## src/rtl/pe_gating_pkg.sv

```systemverilog
// Shared types and default timing constants for the PE clock-gating logic.
// The gating cell's bench uses the same defaults, so keep them in one place.
package pe_gating_pkg;

    typedef enum logic [1:0] {
        GC_OFF,
        GC_WAKE,
        GC_ON,
        GC_COOL
    } gc_state_t;

    localparam int GC_IDLE_TIMEOUT_DEF = 16;
    localparam int GC_WAKE_CYCLES_DEF  = 2;

endpackage

```

## src/rtl/sat_counter.sv

```systemverilog
// Saturating up-counter with clear, hold and increment controls.
// Priority is clear, then hold, then increment; the count stops at MAX.
module sat_counter #(
    parameter int W   = 4,
    parameter int MAX = 15
) (
    input  logic         clk,
    input  logic         rst_n,
    input  logic         clr,
    input  logic         hold,
    input  logic         inc,
    output logic [W-1:0] cnt
);

    localparam logic [W-1:0] MAX_V = W'(MAX);

    // Count register: clear wins, hold freezes, increment stops at MAX.
    always_ff @(posedge clk or negedge rst_n) begin
        if (!rst_n) begin
            cnt <= '0;
        end else if (clr) begin
            cnt <= '0;
        end else if (hold) begin
            cnt <= cnt;
        end else if (inc && (cnt != MAX_V)) begin
            cnt <= cnt + W'(1);
        end
    end

endmodule

```

## src/rtl/pe_clk_gate_ctrl.sv

```systemverilog
// Activity monitor and start/finish sequencer for the PE self-gating cell.
// Runs on the free-running clock; masks upstream ready while the PE clock
// is waking up or shutting down.
module pe_clk_gate_ctrl
    import pe_gating_pkg::*;
#(
    parameter int IDLE_TIMEOUT = GC_IDLE_TIMEOUT_DEF,
    parameter int WAKE_CYCLES  = GC_WAKE_CYCLES_DEF,
    parameter int CNT_W        = $clog2(IDLE_TIMEOUT + 1)
) (
    input  logic             clk,
    input  logic             rst_n,
    input  logic             req_valid,
    input  logic             pe_busy,
    input  logic             force_on,
    output logic             start,
    output logic             finish,
    output logic             req_ready_en,
    output logic             clk_on,
    output logic [CNT_W-1:0] idle_cnt
);

    localparam int WAKE_W = $clog2(WAKE_CYCLES + 1);

    gc_state_t         state;
    gc_state_t         state_nxt;
    logic              act;
    logic [WAKE_W-1:0] wake_cnt;
    logic              finish_q;
    logic              idle_clr;
    logic              idle_hold;
    logic              idle_inc;
    logic              wake_clr;

    assign act = req_valid | pe_busy | force_on;

    // Idle count restarts on any activity and outside ON/COOL; COOL freezes it.
    assign idle_clr  = act || (state == GC_OFF) || (state == GC_WAKE);
    assign idle_hold = (state == GC_COOL);
    assign idle_inc  = (state == GC_ON);

    // Wake counter runs only while in WAKE, starting at 0 on the start cycle.
    assign wake_clr = (state != GC_WAKE);

    sat_counter #(
        .W   (CNT_W),
        .MAX (IDLE_TIMEOUT)
    ) u_idle_cnt (
        .clk   (clk),
        .rst_n (rst_n),
        .clr   (idle_clr),
        .hold  (idle_hold),
        .inc   (idle_inc),
        .cnt   (idle_cnt)
    );

    sat_counter #(
        .W   (WAKE_W),
        .MAX (WAKE_CYCLES)
    ) u_wake_cnt (
        .clk   (clk),
        .rst_n (rst_n),
        .clr   (wake_clr),
        .hold  (1'b0),
        .inc   (1'b1),
        .cnt   (wake_cnt)
    );

    // State register; reset drops straight to OFF without a finish pulse.
    always_ff @(posedge clk or negedge rst_n) begin
        if (!rst_n) begin
            state <= GC_OFF;
        end else begin
            state <= state_nxt;
        end
    end

    // Next-state decode for the OFF -> WAKE -> ON -> COOL -> OFF cycle.
    always_comb begin
        state_nxt = state;
        case (state)
            GC_OFF: begin
                if (act) state_nxt = GC_WAKE;
            end
            GC_WAKE: begin
                if (wake_cnt == WAKE_W'(WAKE_CYCLES - 1)) state_nxt = GC_ON;
            end
            GC_ON: begin
                if (!act && (idle_cnt == CNT_W'(IDLE_TIMEOUT - 1))) state_nxt = GC_COOL;
            end
            GC_COOL: begin
                state_nxt = act ? GC_ON : GC_OFF;
            end
            default: state_nxt = GC_OFF;
        endcase
    end

    // Finish is registered so it lands in the first OFF cycle after COOL.
    always_ff @(posedge clk or negedge rst_n) begin
        if (!rst_n) begin
            finish_q <= 1'b0;
        end else begin
            finish_q <= (state == GC_COOL) && !act;
        end
    end

    assign start        = (state == GC_WAKE) && (wake_cnt == '0);
    assign finish       = finish_q;
    assign req_ready_en = (state == GC_ON);
    assign clk_on       = (state != GC_OFF);

endmodule

```

## config.mk

```make
export PLATFORM = sky130hd
export DESIGN_NAME = pe_clk_gate_ctrl
export DESIGN_NICKNAME = d
export VERILOG_FILES = /design/src/rtl/pe_gating_pkg.sv /design/src/rtl/sat_counter.sv /design/src/rtl/pe_clk_gate_ctrl.sv
export SDC_FILE = /design/constraint.sdc
export NUM_CORES = 1
export LEC_CHECK = 0
export ABC_AREA = 0
export CORE_MARGIN = 2
export CORE_UTILIZATION = 42
export DETAILED_ROUTE_END_ITERATION = 6
export PLACE_DENSITY_LB_ADDON = 0.12
export SYNTH_ARGS = -nofsm -noshare
export SYNTH_HDL_FRONTEND = slang
export SYNTH_SLANG_ARGS = --single-unit
```

## constraint.sdc

```tcl
create_clock -name clk -period 1.49 [get_ports clk]
set_clock_uncertainty 0.2 [all_clocks]
set_input_delay 0.149 -clock clk [delete_from_list [all_inputs] [get_ports clk]]
set_output_delay 0.149 -clock clk [all_outputs]
set_load 0.005 [all_outputs]
```

Word level (Yosys, flattened, before mapping)
Cells that the tools add are included.
{"block": "word_totals", "ram_bits": 0, "mem_count": 0, "in_bits": 5, "elab_cells": 44, "latch_bits": 0, "ff_bits": 10, "mem_bits_ro": 0, "out_inout_bits": 9}
{"block": "classes", "n_eq_ne": 12, "mul": 0, "div": 0, "add_sub_neg": 2, "n_reduce_logical": 14, "magnitude_cmp": 0, "n_mux": 10, "shift": 0, "n_bitwise": 2}
{"cell": "2-to-1 mux 5 bit", "count": 3}
{"cell": "2-to-1 mux 2 bit", "count": 6}
{"cell": "inequality test 2 bit (second input constant)", "count": 5}
{"cell": "case mux 2 bit (4 select lines)", "count": 1}
{"cell": "nonzero test 2 bit", "count": 3}
{"cell": "adder 5 x 1 -> 5 bit (second input constant)", "count": 1}
{"cell": "== test 5 x 4 -> 1 bit (second input constant)", "count": 1}
{"cell": "inequality test 5 bit (second input constant)", "count": 1}
{"cell": "== test 2 x 1 -> 1 bit (second input constant)", "count": 2}
{"cell": "== test 2 bit (second input constant)", "count": 2}
{"cell": "logical AND 1 bit", "count": 4}
{"cell": "zero test 2 bit", "count": 2}
{"cell": "AND reduction 3 bit", "count": 1}
{"cell": "adder 2 x 1 -> 2 bit (second input constant)", "count": 1}
{"cell": "logical OR 1 bit", "count": 2}
{"cell": "inequality test 2 x 1 -> 1 bit (second input constant)", "count": 1}
{"cell": "OR 1 bit", "count": 2}
{"cell": "AND reduction 2 bit", "count": 1}
{"cell": "zero test 1 bit", "count": 1}

Logic depth before layout (Yosys ltp)
Gate-level depths: netlist (run 1).
{"block": "logic_depth", "depth_word": 6, "depth_mapped": 5, "mapped_depth_nobuf": 5}

By module
A second synthesis (run 1) with hierarchy kept.
{"block": "unflattened", "hier_cells": 63, "hier_area_um2": 633.1}
{"mod": "sat_counter (u_idle_cnt)", "cells_per_inst": 32, "n_inst": 1, "area_per_inst_um2": 331.6, "seq_area_each_um2": 125.1}
{"mod": "pe_clk_gate_ctrl", "cells_per_inst": 20, "n_inst": 1, "area_per_inst_um2": 180.2, "seq_area_each_um2": 75.1}
{"mod": "sat_counter (u_wake_cnt)", "cells_per_inst": 11, "n_inst": 1, "area_per_inst_um2": 121.4, "seq_area_each_um2": 50.0}

Worst setup path after synthesis (run 1)
Ideal clock, no wire load.
{"block": "synth_path", "path_type": "register to register", "from": "register u_idle_cnt.cnt[0]", "to": "register u_idle_cnt.cnt[2]", "setup_slack_ps": -89, "n_path_buf": 0, "required_ps": 1212, "setup_time_ps": 78, "path_stages_with_launch": 6, "period_less_slack_ps": 1579, "arrival_time_ps": 1301, "cell_sequence": "dfrtp_1 > inv_1 > ha_1 > nor4bb_4 > or4_1 > a21oi_1"}
{"block": "synth_between", "elab_chain_len": 4, "elab_cells_between_ends": 8, "cone_classes": "1 x add/sub; 1 x eq/ne; 3 x mux; 3 x reduce/logical"}
{"item": "from (decl)", "line": "sat_counter.sv:12", "source": "output logic [W-1:0] cnt"}
{"item": "from (signal assigned)", "line": "sat_counter.sv:24", "source": "cnt <= cnt;"}
{"item": "from (signal assigned)", "line": "sat_counter.sv:26", "source": "cnt <= cnt + W'(1);"}
{"item": "adder 5 x 1 -> 5 bit / inequality test 5 bit (equally long branches)", "line": "sat_counter.sv:26, sat_counter.sv:25"}
{"item": "2-to-1 mux 5 bit / logical AND 1 bit (equally long branches)", "line": "sat_counter.sv:25", "source": "end else if (inc && (cnt != MAX_V)) begin"}
{"item": "2-to-1 mux 5 bit / nonzero test 2 bit (equally long branches)"}
{"item": "2-to-1 mux 5 bit / AND reduction 2 bit (equally long branches)"}
Parallel ways exist; a longest one is shown, timed or not. The select of a mux whose other input is x is not followed.
A chain may end at the register's enable or synchronous reset.

Final worst setup path (run 1)
Same ends and word-level chain as after synthesis.

==> results of run 1 <==
-- cells by family (layout without fill, tap and decap cells) --
family	after synthesis	count (layout)
DFF	10	10
muxes	2	2
AOI/OAI and AO/OA	7	7
and+or+nand+nor	23	23
buffers and inverters	8	45
adders and majority gates	6	6
xor gates and xnor gates	2	2
-- power by group through the flow --
stage	logic, W	registers, W	clock network [W]
2_1_floorplan	0.000205	0.000356	0
4_1_cts	0.000589	0.000346	0.000187
3_5_place_dp	0.000469	0.000357	0
6_report	0.000717	0.000352	0.000183
3_3_place_gp	0.000462	0.000356	0
5_1_grt	0.000780	0.000359	0.000197
-- registers in the layout, summed over array words and instances, names as in the netlist --
| signal | flops |
|---|---|
| u_idle_cnt.cnt | 5 |
| finish | 1 |
| u_wake_cnt.cnt | 2 |
| state | 2 |
-- worst max path at each step --
stage,from,to,slack [ns],cells after the start
floorplan,u_idle_cnt.cnt[0],u_idle_cnt.cnt[2],-0.07,5
global placement,pe_busy,u_idle_cnt.cnt[1],-0.09,5
detailed placement,u_idle_cnt.cnt[0],u_idle_cnt.cnt[4],-0.12,4
CTS,u_idle_cnt.cnt[0],u_idle_cnt.cnt[2],-0.07,5
global route,u_idle_cnt.cnt[0],u_idle_cnt.cnt[2],-0.19,5
finish,u_idle_cnt.cnt[0],u_idle_cnt.cnt[2],-0.12,5
-- area by class of cell --
class	instances	area share, %
timing repair buffer	35	31.7
clock buffer	3	2.22
multi-input combinational	40	36.7
sequential	10	24.9
tap	15	1.85
inverter	7	2.59
-- metal layers --
metal,share of wire [%],GRT usage (%),vias to the layer above
li1,-,-,274
met1,46,22.4,263
met2,51,31.6,10
met3,2.9,3.26,0
met4,0,7.26,0
met5,0,0,-
-- metrics by stage --
stage          setup slack (ns)  TNS (ns)  hold slack [ns]
2_1_floorplan           -0.0717    -0.130           -0.347
3_3_place_gp            -0.0884    -0.449            0.304
3_5_place_dp             -0.122    -0.537            0.300
4_1_cts                 -0.0743    -0.167           0.0233
5_1_grt                  -0.190    -0.777           0.0376
6_report                 -0.123    -0.238           0.0126
-- synth_stat cells, types with 2 or more instances --
master   count  area, µm²
a21oi_1      3       15.0
xor2_1       2       17.5
o21ai_0      3       15.0
mux2i_1      2       20.0
nand2_1      5       18.8
dfrtp_1     10        250
nor2_1       6       22.5
inv_1        7       26.3
or4_1        2       15.0
ha_1         6       75.1
-- cell usage in the layout (no fill, tap or decap), types with 2 or more instances in the layout --
cell,synthesis,final
buf_4,0,12
a21oi_2,0,2
clkbuf_4,0,3
mux2i_1,2,2
nor2_2,0,2
dlygate4sd2_1,0,3
clkdlybuf4s50_1,0,5
nand2_1,5,4
ha_2,0,2
dfrtp_1,10,8
dfrtp_2,0,2
inv_2,0,4
nor2_1,6,4
buf_6,0,12
inv_1,7,3
or4_4,0,2
xor2_1,2,2
ha_4,0,2
o21ai_0,3,2
ha_1,6,2
-- repair_timing --
action,CTS,global route
buffers inserted,9,2
pin swaps,6,7
setup endpoints to repair,12,12
hold buffers,0,0
resized for setup,32,22
==> flow_summary.json, run 1 <==
{
  "dp.cells": 97,
  "first_pass_iters": 4,
  "synth_top_family_by_area": "simple AND/OR/NAND/NOR gates",
  "cp-start-kind": "flop",
  "fillerInstances": 87,
  "p_sw_w": 0.000399,
  "fin_area_um2": 1010,
  "num_rows": 13,
  "final_util_pct": 78.0,
  "hold_viol_final": 0,
  "p_int_w": 0.000853,
  "setup_violations": 4,
  "synth_xor_area_share_pct": 3.02,
  "cts_tree": "yes",
  "combPwrFrac_pct": 57.3,
  "grt_max_degree": 11,
  "antenna_found_initial": 0,
  "ys_types": 22,
  "irDropWorstVdd_mv": 0.739,
  "synthAdderAreaFrac_pct": 12.9,
  "seqPwrFrac_pct": 28.1,
  "netlist_instances": 58,
  "r2r_start": "u_idle_cnt.cnt[0]",
  "max_freq_mhz": 620,
  "timing.rr.end": "u_idle_cnt.cnt[2]",
  "die_area_um2": 1700,
  "r2r_cells": 5,
  "grt.overflow.total": 0,
  "crit_fanout": 4,
  "gp_congestion": 0.768,
  "post-route-period-util_pct": 108,
  "worst_pin_slew_ns": 0.474,
  "n_antenna_cell": 0,
  "max_slew_margin_pct": 68.3,
  "status": "complete, but fails checks",
  "clockPowerShare_pct": 14.6,
  "hold_class": "primary input to async pin",
  "drt_iter0_markers": 15,
  "synth_compound_gate_area_share_pct": 7.76,
  "multiInputGateArea_um2": 373,
  "crit_family": "simple AND/OR/NAND/NOR gates",
  "period_minus_slack_ns": 1.61,
  "reg2reg_setup_slack_ns": -0.12,
  "synth.net_count": 69,
  "final_cells": 110,
  "route.detailed.drc": 0,
  "clk_latency_ns": 0.26,
  "power_density_nw_per_um2": 1230,
  "cts_sinks": 10,
  "swShare_pct": 31.9,
  "placed_area_um2": 815,
  "cts.path.max_buffers": 2,
  "track_usage_pct": 18.4,
  "syn_area_um2": 581,
  "syn_area_per_cell_um2": 10.0,
  "core_um2": 1300,
  "via_per_inst": 4.97,
  "drive_above_1_share_pct": 54.7,
  "postSynth.asyncResetShare_pct": 100,
  "wire_per_inst_um": 12.4,
  "nNetsFinal": 108,
  "cap_violations": 0,
  "area_growth_syn_to_layout_pct": 74.8,
  "synthMuxAreaShare_pct": 3.45,
  "grt_pass1_vias": 482,
  "crit_chain": "inv_1, ha_2, nor4bb_4, or4_4, a21oi_2",
  "crit_buf_inv": 1,
  "cts_root_buf": "clkbuf_4",
  "worstSetupEndpointType": "flop",
  "cts_buffers": 3,
  "seq_area_um2": 253,
  "power.leakage_nw": 0.471,
  "grt_setup_unrepaired": "true",
  "wl_mm": 1.36,
  "grt_pass1_wl_mm": 1.97,
  "p_total_w": 0.00125,
  "synth_edf_count": 0,
  "num_vias": 547,
  "yosysWarningCount": 0,
  "synth-simple-area-share_pct": 24.4,
  "finalMaxSlewViolations": 0,
  "initial_utilization_pct": 44.6,
  "critPathSlowestCell": "or4_4",
  "place_hpwl_um": 864,
  "setup_ws_ns": -0.123,
  "arrival_ns": 1.60,
  "die_width_um": 41.2,
  "die_h_um": 41.2,
  "synth_ff_type": "dfrtp_1",
  "yosysSeqAreaShare_pct": 43.1,
  "num_io_pins": 14,
  "htree_levels": 1,
  "violations": "negative setup slack",
  "ant_nets": 0,
  "slowest_delay_ns": 0.42,
  "critPathRequiredTime_ns": 1.47,
  "path_class": "flop to flop",
  "portBuffers": 13,
  "yosys_register_bits": 10,
  "clk_pin_slew_ns": 0.07
}
(Power assumes the default switching activity.)
==> run 2: changes to the inputs <==
--- a/config.mk
+++ b/config.mk
@@ -7,9 +7,10 @@
 export LEC_CHECK = 0
 export ABC_AREA = 0
 export CORE_MARGIN = 2
-export CORE_UTILIZATION = 42
+export CORE_UTILIZATION = 43
 export DETAILED_ROUTE_END_ITERATION = 6
 export PLACE_DENSITY_LB_ADDON = 0.12
 export SYNTH_ARGS = -nofsm -noshare
 export SYNTH_HDL_FRONTEND = slang
+export SYNTH_HIERARCHICAL = 1
 export SYNTH_SLANG_ARGS = --single-unit
==> constraint.sdc (replaced) <==
create_clock -name clk -period 1.49 [get_ports clk]
set_clock_uncertainty 0.2 [all_clocks]
set_input_delay 0.149 -clock clk [delete_from_list [all_inputs] [get_ports clk]]
set_output_delay 0.149 -clock clk [all_outputs]
set_load 0.1 [all_outputs]
==> run 2 against run 1 <==
- the flow finishes with violations (negative hold slack, negative setup slack)
- cell count is the same
- area after synthesis grew 9.1%
- worst setup slack lost 0.077 ns
- synthesized cell count increased by 8.6%
- non-clock buffer count fell by 6
- register-to-register slack lost 0.08 ns
- utilization is 8.0 points higher
- critical path depth unchanged
- fmax fell by 4.6%
==> flow_summary.json, run 2 <==
{
  "place_hpwl_mm": 1.06,
  "p_total_w": 0.000547,
  "initial_utilization_pct": 47.5,
  "seqPwrFrac_pct": 50.2,
  "n_antenna_cell": 0,
  "synthTopCellsByCount": "10 x dfrtp_1, 8 x nor2_1, 6 x nor2b_1",
  "synthAdderAreaFrac_pct": 5.93,
  "die_h_um": 42.4,
  "crit_family": "flip-flops",
  "finalMaxSlewViolations": 0,
  "cts_hold_buf": 0,
  "r2r_start": "u_idle_cnt/cnt[0]",
  "netlist_instances": 63,
  "num_vias": 596,
  "syn_area_per_cell_um2": 10.0,
  "largest_register": "u_idle_cnt/cnt",
  "wire_per_inst_um": 15.5,
  "grt_max_degree": 12,
  "synthMuxAreaShare_pct": 11.1,
  "fin_setup_tns_ns": -1.24,
  "clk_pin_slew_ns": 0.07,
  "critPathRequiredTime_ns": 1.48,
  "hold_class": "primary input to async pin",
  "gp_congestion": 0.779,
  "slowest_delay_ns": 0.43,
  "p_sw_w": 0.000139,
  "status": "complete, but fails checks",
  "syn_area_um2": 633,
  "yosysMostFrequentCell": "dfrtp_1",
  "violations": "negative hold slack, negative setup slack",
  "yosysSeqAreaShare_pct": 39.5,
  "synth_xor_area_share_pct": 0,
  "swShare_pct": 25.3,
  "crit_fanout": 2,
  "die_width_um": 42.4,
  "ant_nets": 0,
  "power.leakage_nw": 0.507,
  "synth.net_count": 71,
  "hold_viol_final": 5,
  "crit_chain": "inv_1, ha_2, a311oi_4, buf_4, mux2i_1",
  "cts.path.max_buffers": 2,
  "setup_ws_ns": -0.200,
  "first_pass_iters": 4,
  "grt_pass1_vias": 595,
  "route.detailed.drc": 0,
  "largest_reg_flops": 5,
  "synth.top_cells.by_area": "dfrtp_1 40%, ha_1 5.9%, nor2b_1 5.9%, mux2_2 5.3%, nor2_1 4.7%",
  "synth_top_cell_by_area": "dfrtp_1",
  "final_util_pct": 86.0,
  "synth_top_family_by_area": "simple AND/OR/NAND/NOR gates",
  "combPwrFrac_pct": 12.1,
  "wl_mm": 1.71,
  "cp-start-kind": "flop",
  "die_area_um2": 1800,
  "critPathSlowestCell": "dfrtp_4",
  "drive_above_1_share_pct": 60.0,
  "cts_tree": "yes",
  "synth_ff_type": "dfrtp_1",
  "dpl_worst_slack_ns": -0.168,
  "top_regs": "u_idle_cnt/cnt: 5 flops, state: 2 flops, u_wake_cnt/cnt: 2 flops",
  "irDropWorstVdd_mv": 0.399,
  "yosysWarningCount": 6,
  "worstSetupEndpointType": "flop",
  "p_int_w": 0.000408,
  "grt_pass1_wl_mm": 2.54,
  "antenna_found_initial": 0,
  "yosys_register_bits": 10,
  "max_freq_mhz": 592,
  "cts_sinks": 10,
  "via_per_inst": 5.42,
  "synth_edf_count": 0,
  "post-route-period-util_pct": 113,
  "portBuffers": 13,
  "grt.overflow.total": 0,
  "num_io_pins": 14,
  "setup_violations": 10,
  "postSynth.asyncResetShare_pct": 100,
  "num_rows": 13,
  "core_um2": 1330,
  "arrival_ns": 1.68,
  "clk_latency_ns": 0.28,
  "cts_buffers": 3,
  "path_class": "flop to flop",
  "period_minus_slack_ns": 1.69,
  "cts_root_buf": "clkbuf_4",
  "grt_setup_unrepaired": "true",
  "ys_types": 29,
  "cap_violations": 0,
  "drt_iter0_markers": 6,
  "area_growth_syn_to_layout_pct": 81.2,
  "htree_levels": 1,
  "clockPowerShare_pct": 37.7,
  "fillerInstances": 72,
  "synth_top_area_share_pct": 39.5,
  "power_density_nw_per_um2": 477,
  "nNetsFinal": 104,
  "synth_compound_gate_area_share_pct": 8.10,
  "final_cell_mix": "9 x buf_12, 9 x buf_4, 8 x nor2_1",
  "setup.worst_path.start": "u_idle_cnt/cnt[0]",
  "crit_buf_inv": 2,
  "hold_ws_ns": -0.00542,
  "synth-simple-area-share_pct": 30.6,
  "track_usage_pct": 19.0
}
run 2: changes by cell type after synthesis, moves of 3 or more:
cell      change
nand2_1       -4
mux2_2        +3
o21ai_0       -3
nand2b_1      +3
nor2b_1       +5
a21oi_1       -3
inv_1         -3
ha_1          -3
run 2: through the flow:
stage          area, µm²  cells
2_1_floorplan        669     63
3_3_place_gp         987    101
3_5_place_dp         987    101
4_1_cts             1080    109
5_1_grt             1150    110
6_report            1150    110
run 2: path summary, 6_finish.rpt:
path | to | slack, ns | depth (start not counted)
min in group clk | state[0] | 0.45 | 2
min reg2reg | state[0] | 0.45 | 2
max reg2reg | u_idle_cnt/cnt[1] | -0.20 | 5
max | u_idle_cnt/cnt[1] | -0.20 | 5
max in group asynchronous | u_idle_cnt/cnt[2] | 0.72 | 1
min | u_wake_cnt/cnt[1] | -0.005 | 1
run 2: logic make-up (layout without fill, tap and decap cells):
group / count (synthesis) / count (layout)
AO/OA/AOI/OAI: 4 / 4
adder cells (fa/ha/maj): 3 / 3
buffers and inverters: 6 / 38
flip-flops: 10 / 10
multiplexers: 6 / 6
other: 2 / 2
AND/OR/NAND/NOR: 32 / 32
run 2: repair_timing:
item                                    4_1_cts  5_1_grt
pin swaps                                     5        4
endpoints found under the setup margin       10       12
buffers inserted                              4        1
gates resized for setup                      13       13
run 2: routing by layer:
layer	part of all wire [%]	vias up	wire [µm]	track usage (%)
li1	-	276	-	-
met1	39	297	661	22.7
met2	56	21	950	33.8
met3	4.4	2	75	2.59
met4	1.1	0	18	7.50
met5	0	-	0	0
run 2: final cells by class:
class,count,area (µm²),share of cell area [%]
Tap cell,15,18.8,1.64
Sequential cell,10,268,23.3
Inverter,5,20.0,1.74
Timing Repair Buffer,29,367,32.0
Clock buffer,4,26.3,2.29
Multi-Input combinational cell,47,448,39.0
run 2: power groups by stage:
stage                     combinational, W  clock, W  sequential (W)
after floorplan                  0.0000153         0        0.000291
after global placement           0.0000540         0        0.000281
after detailed placement         0.0000547         0        0.000281
after CTS                        0.0000589  0.000210        0.000274
after global routing             0.0000710  0.000222        0.000275
final                            0.0000659  0.000206        0.000275
